`src/rtl/riscv_pkg.sv`:
```
// Shared encodings for the multi-cycle RISC-V core: opcodes, controller states,
// ALUOp classes, ALUControl codes and Sign_Extend immediate selects.
package riscv_pkg;

  localparam int unsigned OP_W      = 7;
  localparam int unsigned ALUCTRL_W = 3;
  localparam int unsigned IMMSRC_W  = 2;
  localparam int unsigned CNT_W     = 32;

  localparam logic [OP_W-1:0] OP_LW   = 7'b0000011;
  localparam logic [OP_W-1:0] OP_SW   = 7'b0100011;
  localparam logic [OP_W-1:0] OP_R    = 7'b0110011;
  localparam logic [OP_W-1:0] OP_IALU = 7'b0010011;
  localparam logic [OP_W-1:0] OP_BEQ  = 7'b1100011;
  localparam logic [OP_W-1:0] OP_JAL  = 7'b1101111;

  typedef enum logic [3:0] {
    S_FETCH, S_DECODE, S_MEMADR, S_MEMREAD, S_MEMWB, S_MEMWRITE,
    S_EXECR, S_EXECI, S_ALUWB, S_JAL, S_BEQ, S_TRAP
  } state_t;

  typedef enum logic [1:0] {
    ALUOP_ADD   = 2'b00,
    ALUOP_SUB   = 2'b01,
    ALUOP_FUNCT = 2'b10
  } alu_op_t;

  localparam logic [ALUCTRL_W-1:0] ALU_ADD = 3'b000;
  localparam logic [ALUCTRL_W-1:0] ALU_SUB = 3'b001;
  localparam logic [ALUCTRL_W-1:0] ALU_AND = 3'b010;
  localparam logic [ALUCTRL_W-1:0] ALU_OR  = 3'b011;
  localparam logic [ALUCTRL_W-1:0] ALU_SLT = 3'b101;

  localparam logic [IMMSRC_W-1:0] IMM_I = 2'b00;
  localparam logic [IMMSRC_W-1:0] IMM_S = 2'b01;
  localparam logic [IMMSRC_W-1:0] IMM_B = 2'b10;
  localparam logic [IMMSRC_W-1:0] IMM_J = 2'b11;

endpackage

```
`src/rtl/alu_decoder.sv`:
```
// Combinational ALUControl decode from the controller's ALUOp class and the
// instruction's funct fields.
module alu_decoder
  import riscv_pkg::*;
(
  input  alu_op_t              alu_op,
  input  logic [2:0]           funct3,
  input  logic                 op5,
  input  logic                 funct7b5,
  output logic [ALUCTRL_W-1:0] alu_control
);

  always_comb begin
    alu_control = ALU_ADD;
    case (alu_op)
      ALUOP_SUB: alu_control = ALU_SUB;
      ALUOP_FUNCT: begin
        case (funct3)
          // Only register-register forms (op[5]=1) can subtract; addi ignores bit 30
          3'b000:  alu_control = (op5 && funct7b5) ? ALU_SUB : ALU_ADD;
          3'b010:  alu_control = ALU_SLT;
          3'b110:  alu_control = ALU_OR;
          3'b111:  alu_control = ALU_AND;
          default: alu_control = ALU_ADD;
        endcase
      end
      default: alu_control = ALU_ADD;
    endcase
  end

endmodule

```
`src/rtl/multicycle_control_unit.sv`:
```
// Main sequencer of the multi-cycle RISC-V datapath: state machine, immediate
// select decode, sticky illegal-opcode flag and retired-instruction counter.
module multicycle_control_unit
  import riscv_pkg::*;
(
  input  logic                 clk,
  input  logic                 rst,
  input  logic [OP_W-1:0]      op,
  input  logic [2:0]           funct3,
  input  logic                 funct7b5,
  input  logic                 Zero,
  input  logic                 MemReady,
  output logic                 PCWrite,
  output logic                 AdrSrc,
  output logic                 MemWrite,
  output logic                 IRWrite,
  output logic [1:0]           ResultSrc,
  output logic [1:0]           ALUSrcA,
  output logic [1:0]           ALUSrcB,
  output logic [ALUCTRL_W-1:0] ALUControl,
  output logic [IMMSRC_W-1:0]  ImmSrc,
  output logic                 RegWrite,
  output logic                 Illegal,
  output logic [CNT_W-1:0]     InstrRetired
);

  state_t  state_q, state_d;
  alu_op_t alu_op;
  logic    retire;

  // State register
  always_ff @(posedge clk or negedge rst) begin
    if (!rst) state_q <= S_FETCH;
    else      state_q <= state_d;
  end

  // Next state and datapath controls
  always_comb begin
    state_d   = state_q;
    PCWrite   = 1'b0;
    AdrSrc    = 1'b0;
    MemWrite  = 1'b0;
    IRWrite   = 1'b0;
    ResultSrc = 2'b00;
    ALUSrcA   = 2'b00;
    ALUSrcB   = 2'b00;
    RegWrite  = 1'b0;
    alu_op    = ALUOP_ADD;
    case (state_q)
      S_FETCH: begin
        ALUSrcB   = 2'b10;
        ResultSrc = 2'b10;
        IRWrite   = MemReady;
        PCWrite   = MemReady;
        if (MemReady) state_d = S_DECODE;
      end
      S_DECODE: begin
        ALUSrcA = 2'b01;
        ALUSrcB = 2'b01;
        case (op)
          OP_LW, OP_SW: state_d = S_MEMADR;
          OP_R:         state_d = S_EXECR;
          OP_IALU:      state_d = S_EXECI;
          OP_JAL:       state_d = S_JAL;
          OP_BEQ:       state_d = S_BEQ;
          default:      state_d = S_TRAP;
        endcase
      end
      S_MEMADR: begin
        ALUSrcA = 2'b10;
        ALUSrcB = 2'b01;
        state_d = (op == OP_SW) ? S_MEMWRITE : S_MEMREAD;
      end
      S_MEMREAD: begin
        AdrSrc = 1'b1;
        if (MemReady) state_d = S_MEMWB;
      end
      S_MEMWB: begin
        ResultSrc = 2'b01;
        RegWrite  = 1'b1;
        state_d   = S_FETCH;
      end
      S_MEMWRITE: begin
        AdrSrc   = 1'b1;
        MemWrite = 1'b1;
        if (MemReady) state_d = S_FETCH;
      end
      S_EXECR: begin
        ALUSrcA = 2'b10;
        alu_op  = ALUOP_FUNCT;
        state_d = S_ALUWB;
      end
      S_EXECI: begin
        ALUSrcA = 2'b10;
        ALUSrcB = 2'b01;
        alu_op  = ALUOP_FUNCT;
        state_d = S_ALUWB;
      end
      S_ALUWB: begin
        RegWrite = 1'b1;
        state_d  = S_FETCH;
      end
      S_JAL: begin
        ALUSrcA = 2'b01;
        ALUSrcB = 2'b10;
        PCWrite = 1'b1;
        state_d = S_ALUWB;
      end
      S_BEQ: begin
        ALUSrcA = 2'b10;
        alu_op  = ALUOP_SUB;
        PCWrite = Zero;
        state_d = S_FETCH;
      end
      S_TRAP:  state_d = S_TRAP;
      default: state_d = S_FETCH;
    endcase
  end

  // Immediate format follows the opcode regardless of state
  always_comb begin
    case (op)
      OP_SW:   ImmSrc = IMM_S;
      OP_BEQ:  ImmSrc = IMM_B;
      OP_JAL:  ImmSrc = IMM_J;
      default: ImmSrc = IMM_I;
    endcase
  end

  alu_decoder u_alu_decoder (
    .alu_op      (alu_op),
    .funct3      (funct3),
    .op5         (op[5]),
    .funct7b5    (funct7b5),
    .alu_control (ALUControl)
  );

  assign retire = (state_d == S_FETCH) &&
                  (state_q inside {S_MEMWB, S_MEMWRITE, S_ALUWB, S_BEQ});

  // Retire counter and sticky illegal flag
  always_ff @(posedge clk or negedge rst) begin
    if (!rst) begin
      InstrRetired <= '0;
      Illegal      <= 1'b0;
    end else begin
      if (retire) InstrRetired <= InstrRetired + CNT_W'(1);
      if (state_d == S_TRAP) Illegal <= 1'b1;
    end
  end

endmodule
```
`config.mk`:
```
export PLATFORM = sky130hd
export DESIGN_NAME = multicycle_control_unit
export DESIGN_NICKNAME = d
export VERILOG_FILES = /design/src/rtl/riscv_pkg.sv /design/src/rtl/alu_decoder.sv /design/src/rtl/multicycle_control_unit.sv
export SDC_FILE = /design/constraint.sdc
export NUM_CORES = 1
export LEC_CHECK = 0
export CAP_MARGIN = 20
export CORE_MARGIN = 2
export CORE_UTILIZATION = 48
export DETAILED_ROUTE_END_ITERATION = 7
export PLACE_DENSITY_LB_ADDON = 0.12
export SLEW_MARGIN = 40
export SYNTH_ARGS = -nofsm -noshare
export SYNTH_HDL_FRONTEND = slang
export SYNTH_SLANG_ARGS = --single-unit
```
`constraint.sdc`:
```
create_clock -name clk -period 2.35 [get_ports clk]
set_input_delay 0.3525 -clock clk [delete_from_list [all_inputs] [get_ports clk]]
set_output_delay 0.3525 -clock clk [all_outputs]
set_load 0.1 [all_outputs]
```
### Yosys cells after proc, flatten, opt, wreduce, memory -nomap -nowiden

Cells that the tools add are included.

* bits in registers: 37
* input bits: 15
* output and inout bits: 49
* logic and storage cells: 61

* add/sub/neg operators: 1
* equality and inequality tests: 23
* mux-type cells: 19
* reductions and logical operators: 15

Operators with widths (number)
* 32-bit by 1-bit adder with 32-bit output (second input constant): 1
* 4-bit case mux with 7 select lines: 1
* 4-bit == test (second input constant): 5
* 4-bit case mux with 5 select lines: 1
* 4-bit by 3-bit == test with 1-bit output (second input constant): 4
* 2-bit case mux with 2 select lines: 4
* 7-bit by 6-bit == test with 1-bit output (second input constant): 2
* 7-bit == test (second input constant): 2
* 4-bit 2-to-1 mux: 3
* 3-bit case mux with 4 select lines: 1
* 2-bit OR reduction: 6
* 4-bit by 2-bit == test with 1-bit output (second input constant): 2
* 4-bit logical NOT: 2
* 7-bit by 2-bit == test with 1-bit output (second input constant): 1
* 7-bit by 5-bit == test with 1-bit output (second input constant): 1
* 3-bit == test (second input constant): 2
* 2-bit case mux with 3 select lines: 1
* 3-bit case mux with 2 select lines: 1
* 3-bit OR reduction: 2
* 1-bit 2-to-1 mux: 5
* 4-bit by 1-bit == test with 1-bit output (second input constant): 1
* 4-bit nonzero test: 1
* 4-bit OR reduction: 1
* 3-bit by 2-bit == test with 1-bit output (second input constant): 1
* other kinds (6): 7

### Longest topological paths before layout

* depth in word-level cells: 6
* gate-level depth with buffers: 8
* depth with buffers taken out: 8

### Cells and area by module

From an unflattened synthesis, not the netlist that was laid out.

* cell total of the unflattened synthesis: 226
* area total of the unflattened synthesis: 2189.6 um^2

By module, submodules not included
* multicycle_control_unit: instances 1, cells each 215, area an instance 2093.3 um^2, sequential area each 925.9 um^2
* alu_decoder: instances 1, cells each 11, area an instance 96.3 um^2, sequential area each 0.0 um^2

### Worst setup path before layout

OpenSTA, ideal clock, no wires.

* path type: reg-to-output
* start point: reg state_q[0]
* end point: out ALUControl[2]
* arrival: 4.607 ns
* data required time: 1.997 ns
* setup slack: -2.609 ns
* stages on the path, launching flop included: 8
* path buffers: 1
* path through: dfrtp_1 buf_2 nor2_1 nand2_1 or2_2 ha_1 nand2b_1 nor4b_1

* longest elaborated chain between the ends: 5
* elaborated cells on any way between the ends: 8
* classes of those cells: eq/ne: 5; mux: 2; reduce/logical: 1

Ends and longest elaborated chain
* start, declared: line multicycle_control_unit.sv:27 `state_t state_q, state_d;`
* start signal, assigned: line multicycle_control_unit.sv:34 `else state_q <= state_d;`
* 4-bit by 3-bit == test with 1-bit output: line multicycle_control_unit.sv:49 `case (state_q)`
* 2-bit OR reduction (no line)
* 2-bit case mux with 2 select lines (*): line multicycle_control_unit.sv:49
* 2-bit == test / 2-bit by 1-bit == test with 1-bit output (equally long branches): line alu_decoder.sv:15 `case (alu_op)`
* 3-bit case mux with 2 select lines (*): line alu_decoder.sv:15
* end, declared: line multicycle_control_unit.sv:20 `output logic [ALUCTRL_W-1:0] ALUControl,`

Every way passes the cells marked *; elsewhere a longest branch is shown, timed or not.

### Final worst setup path

* start point: reg state_q[1]
* end point: out ALUControl[2]

Same word-level chain as after synthesis.

==> results list <==
- Simple-gate share of the synthesized area: 0.313
* CTS clk-pin slew, worst paths: 0.07 ns
* Number of global-route vias before repair: 1866
- Measured along the x axis, the die boundary spans ~73 um.
* Maximum level of the CTS H-tree: 2
- Cell type with the largest total area after synthesis: dfrtp_1
- Worst min-delay path class: input port to async pin
- Along the worst path, the maximum fanout reaches 2.
- Clock Skew: 0.00610 ns
- For this design the static power due to leakage is 1.42 nW.
* Largest net degree at the start of global routing: 38
- Setup total negative slack on the finished layout was measured at 0 ns.
- For this design the ratio of total power to cell area is 1220 nW/um^2.
- For this run, design rule violations remaining after detail routing come to 0.
* Outcome: completed
- Grouping stages by cell kind, the critical path spends the most delay in simple AND/OR/NAND/NOR gates.
* RSZ-0062 raised after global routing: true
* CP Capture Type: primary output
* Die ar.: 5310 sq um
- Share of synthesized area occupied by flip-flops and latches: 0.407
* Worst Path Required: 2.00 ns
- Fill cells: 370
- Min cycle time layout: 2.29 ns
- Row generation in the floorplan step produced 25 rows.
* CORE AREA: roughly 4700 sq um
- Counting the buffers created by CTS gives 5.
* Worst IR drop on VDD: 1120 uV
- In this run the cell area of the synthesized design comes to 2280 sq um.
- For this run the aggregate overflow at the end of global routing stands at 0.
- Share of final-layout standard cells stronger than drive strength 1: 0.390
* Clock tree sinks: 37
- The detailed router finished its first iteration with between 80 and 90 violations.
* Data arrival time of the worst path: ~1.9 ns
* Effective utilization at floorplan: 0.488
* Slowest stage cell, crit path: dfrtp_1
- The number of antenna violations at the first check in global routing came to 0.
- Avg Cell Area, Syn: 10.2 sq um
- Post-Synthesis Net Count: between 200 and 250
- The repair_antennas step left the layout with diodes totalling 0.
* Via Count: 1986
- Synth Area in Adders: 0.0165
- STA classifies the critical path startpoint as a flop.
- Setup violations remaining at the end of the flow were counted as 0.
- The number of hold-slack violations in the final timing report came to 0.
* Detail Placement HPWL: 3.90 mm
- Quantity of hold-fixing buffers added after cts: 0
- Routed length per instance: between 10 and 15 um
* CTS tree: done
- Maximum buffer depth of the clock tree: 2
- The commonest cells after synthesis are 37 x dfrtp_1, 21 x xnor2_1, 15 x nor2_1, 13 x nand3_1, 13 x xor2_1.
- Relative to the synthesized area, the layout overhead comes to 47.8%.
- Synthesis produced a netlist whose cell count is 223.
- Wire length of the first global-routing pass: 8.78 mm
- Main combinational cell family by area after synthesis: simple AND/OR/NAND/NOR gates
- In the finished design, the share of the clock period the worst path needs comes to 0.977.
- Slew Limit Headroom: 0.621
* Synth Flop Type: dfrtp_1
- The signal on the critical path passes through inv_2, nor2_4, nand2_1, or2_4, ha_4, nand2b_4, nor4b_4, buf_12.
- Final design utilization: 0.722
* Actual slew at the worst max-slew pin: 0.566 ns
- Buf/Inv on CP: 2
- For this run, the total global-route usage over all layers was measured as 0.211.
* IO buf count: 63
- Clock tree root buffer cell: clkbuf_8
- Fmax achieved: 436 MHz
* Yosys warning count: 0
* DR vias/cell: 5.61
- At the end of routability-driven placement, the weighted congestion stood at 0.849.
- Max-cap violations in this run came to 0.
- Across all register-to-register paths, the minimum setup slack is 0.26 ns.
- In this run the vertical extent of the chip is 72.9 um.
* Top area cells in the synthesized netlist: dfrtp_1 41%, xnor2_1 8.1%, xor2_1 5.0%
* Most used standard cell by instance count after synthesis: dfrtp_1
- Delay of the slowest cell on the worst path: 0.36 ns
- Of the total synthesized cell area, the portion taken by XOR and XNOR cells is 0.131.
- The setup path with the least slack is of type flop to primary output.
* EDFF count, synth: 0
- Synthesized flop and latch total: 37
- After detailed routing, the total wire length is approximately 5.3 mm.
- Before antenna repair, the detailed router went through 4 iterations.
* Compound-Gate Fraction of Synth Area: 0.0946
* Fraction of synthesized area in multiplexers: 0.00495
- In this run the remaining antenna-violating nets after routing total 0.
- Number of distinct library cell variants in the gate-level netlist after synthesis: between 50 and 60
- Fin. max-slew vios: 0
- Clock latency at the later pin of the worst-skew pair: 0.29 ns
* Total Nets Final: about 320
- Area fraction of the dominant cell type after synthesis: 0.407
* Number of top-level pins: 64
* Async S/R FF share, synth: 1.00
-- per-stage QoR --
step                cells  power, mW  setup WS (ns)  area, sq um  hold slack (ns)
floorplan             223       2.67         -0.577         2370           0.0569
global placement      345       3.39          0.136         3190            0.462
detailed placement    345       3.42         0.0786         3190            0.476
CTS                   353       4.09        -0.0294         3350            0.487
global route          354       4.24        -0.0594         3360            0.512
finish                354       4.09         0.0551         3360            0.473
-- worst paths after layout --
path / start / end / depth (start not counted)
worst max-delay path: state_q[1]$_DFF_PN0_ / ALUControl[2] / 8
worst min-delay path: rst / InstrRetired[3]$_DFFE_PN0P_ / 2
worst max register to register: state_q[2]$_DFF_PN0_ / InstrRetired[11]$_DFFE_PN0P_ / 7
worst min register to register: InstrRetired[31]$_DFFE_PN0P_ / InstrRetired[31]$_DFFE_PN0P_ / 1
max in group asynchronous: rst / InstrRetired[10]$_DFFE_PN0P_ / 2
min in group clk: InstrRetired[31]$_DFFE_PN0P_ / InstrRetired[31]$_DFFE_PN0P_ / 1
-- cell type report --
cell class	instances	area [sq um]	area share
clock buffers	5	68.8	0.0205
repair buffers	76	806	0.240
flip-flops and latches	37	935	0.278
well taps	54	67.6	0.0201
clock inverters	3	65.1	0.0193
multi-input cells	170	1390	0.413
inverters	9	33.8	0.0100
-- kinds of logic (layout without fill, tap and decap cells) --
logic type	count (synthesis)	count (layout)
xor+xnor	34	34
mux	1	1
simple gates	111	111
buf+inv	16	93
fa+ha+maj	3	3
compound gates	21	21
flops	37	37
-- registers in the layout, indices dropped and copies added (netlist names) --
register	flops
Illegal	1
state_q	4
InstrRetired	32
-- power breakdown --
part / internal, mW / switching, mW / total (mW) / leakage [nW]
combinational: 0.862 / 1.75 / 2.61 / 0.892
clock: 0.421 / 0.225 / 0.646 / 0.0681
sequential: 0.727 / 0.0992 / 0.826 / 0.462
-- cell usage in the layout, fill, tap and decap left out, types with 3 or more instances in the layout --
cell,n
inv_1,7
and3b_1,3
nor2b_1,4
and3_1,6
nand3_1,13
xnor2_1,21
nand4_1,10
clkdlybuf4s50_1,14
nor3_1,3
nor2_1,10
nor3_2,8
xor2_1,13
buf_12,16
and2_1,5
buf_4,46
dfrtp_1,30
nand2_1,12
and4_1,6
clkbuf_8,5
dfrtp_2,7
nand2b_1,4
nor2_4,4
nand3_2,5
-- worst reg2reg max path, cell delays in order, from the launching register on --
cell,delay [ns]
dfrtp_2,0.47
buf_4,0.22
or4b_4,0.52
o32ai_4,0.31
a211oi_2,0.07
buf_4,0.17
nand4_1,0.12
xnor2_1,0.13
-- layer usage --
metal | vias up | global-route usage | routed length (um)
li1 | 954 | - | -
met3 | 10 | 0.0442 | 280
met2 | 69 | 0.334 | 2570
met4 | 0 | 0.0885 | 110
met1 | 953 | 0.283 | 2340
met5 | - | 0 | 0
-- what timing repair did --
item / 4_1_cts / 5_1_grt
endpoints found under the setup margin: 1 / 2
gates resized for setup: 6 / 3
buffers inserted: 0 / 1
pin swaps: 5 / 3
Power figures use the tool's default switching activity.
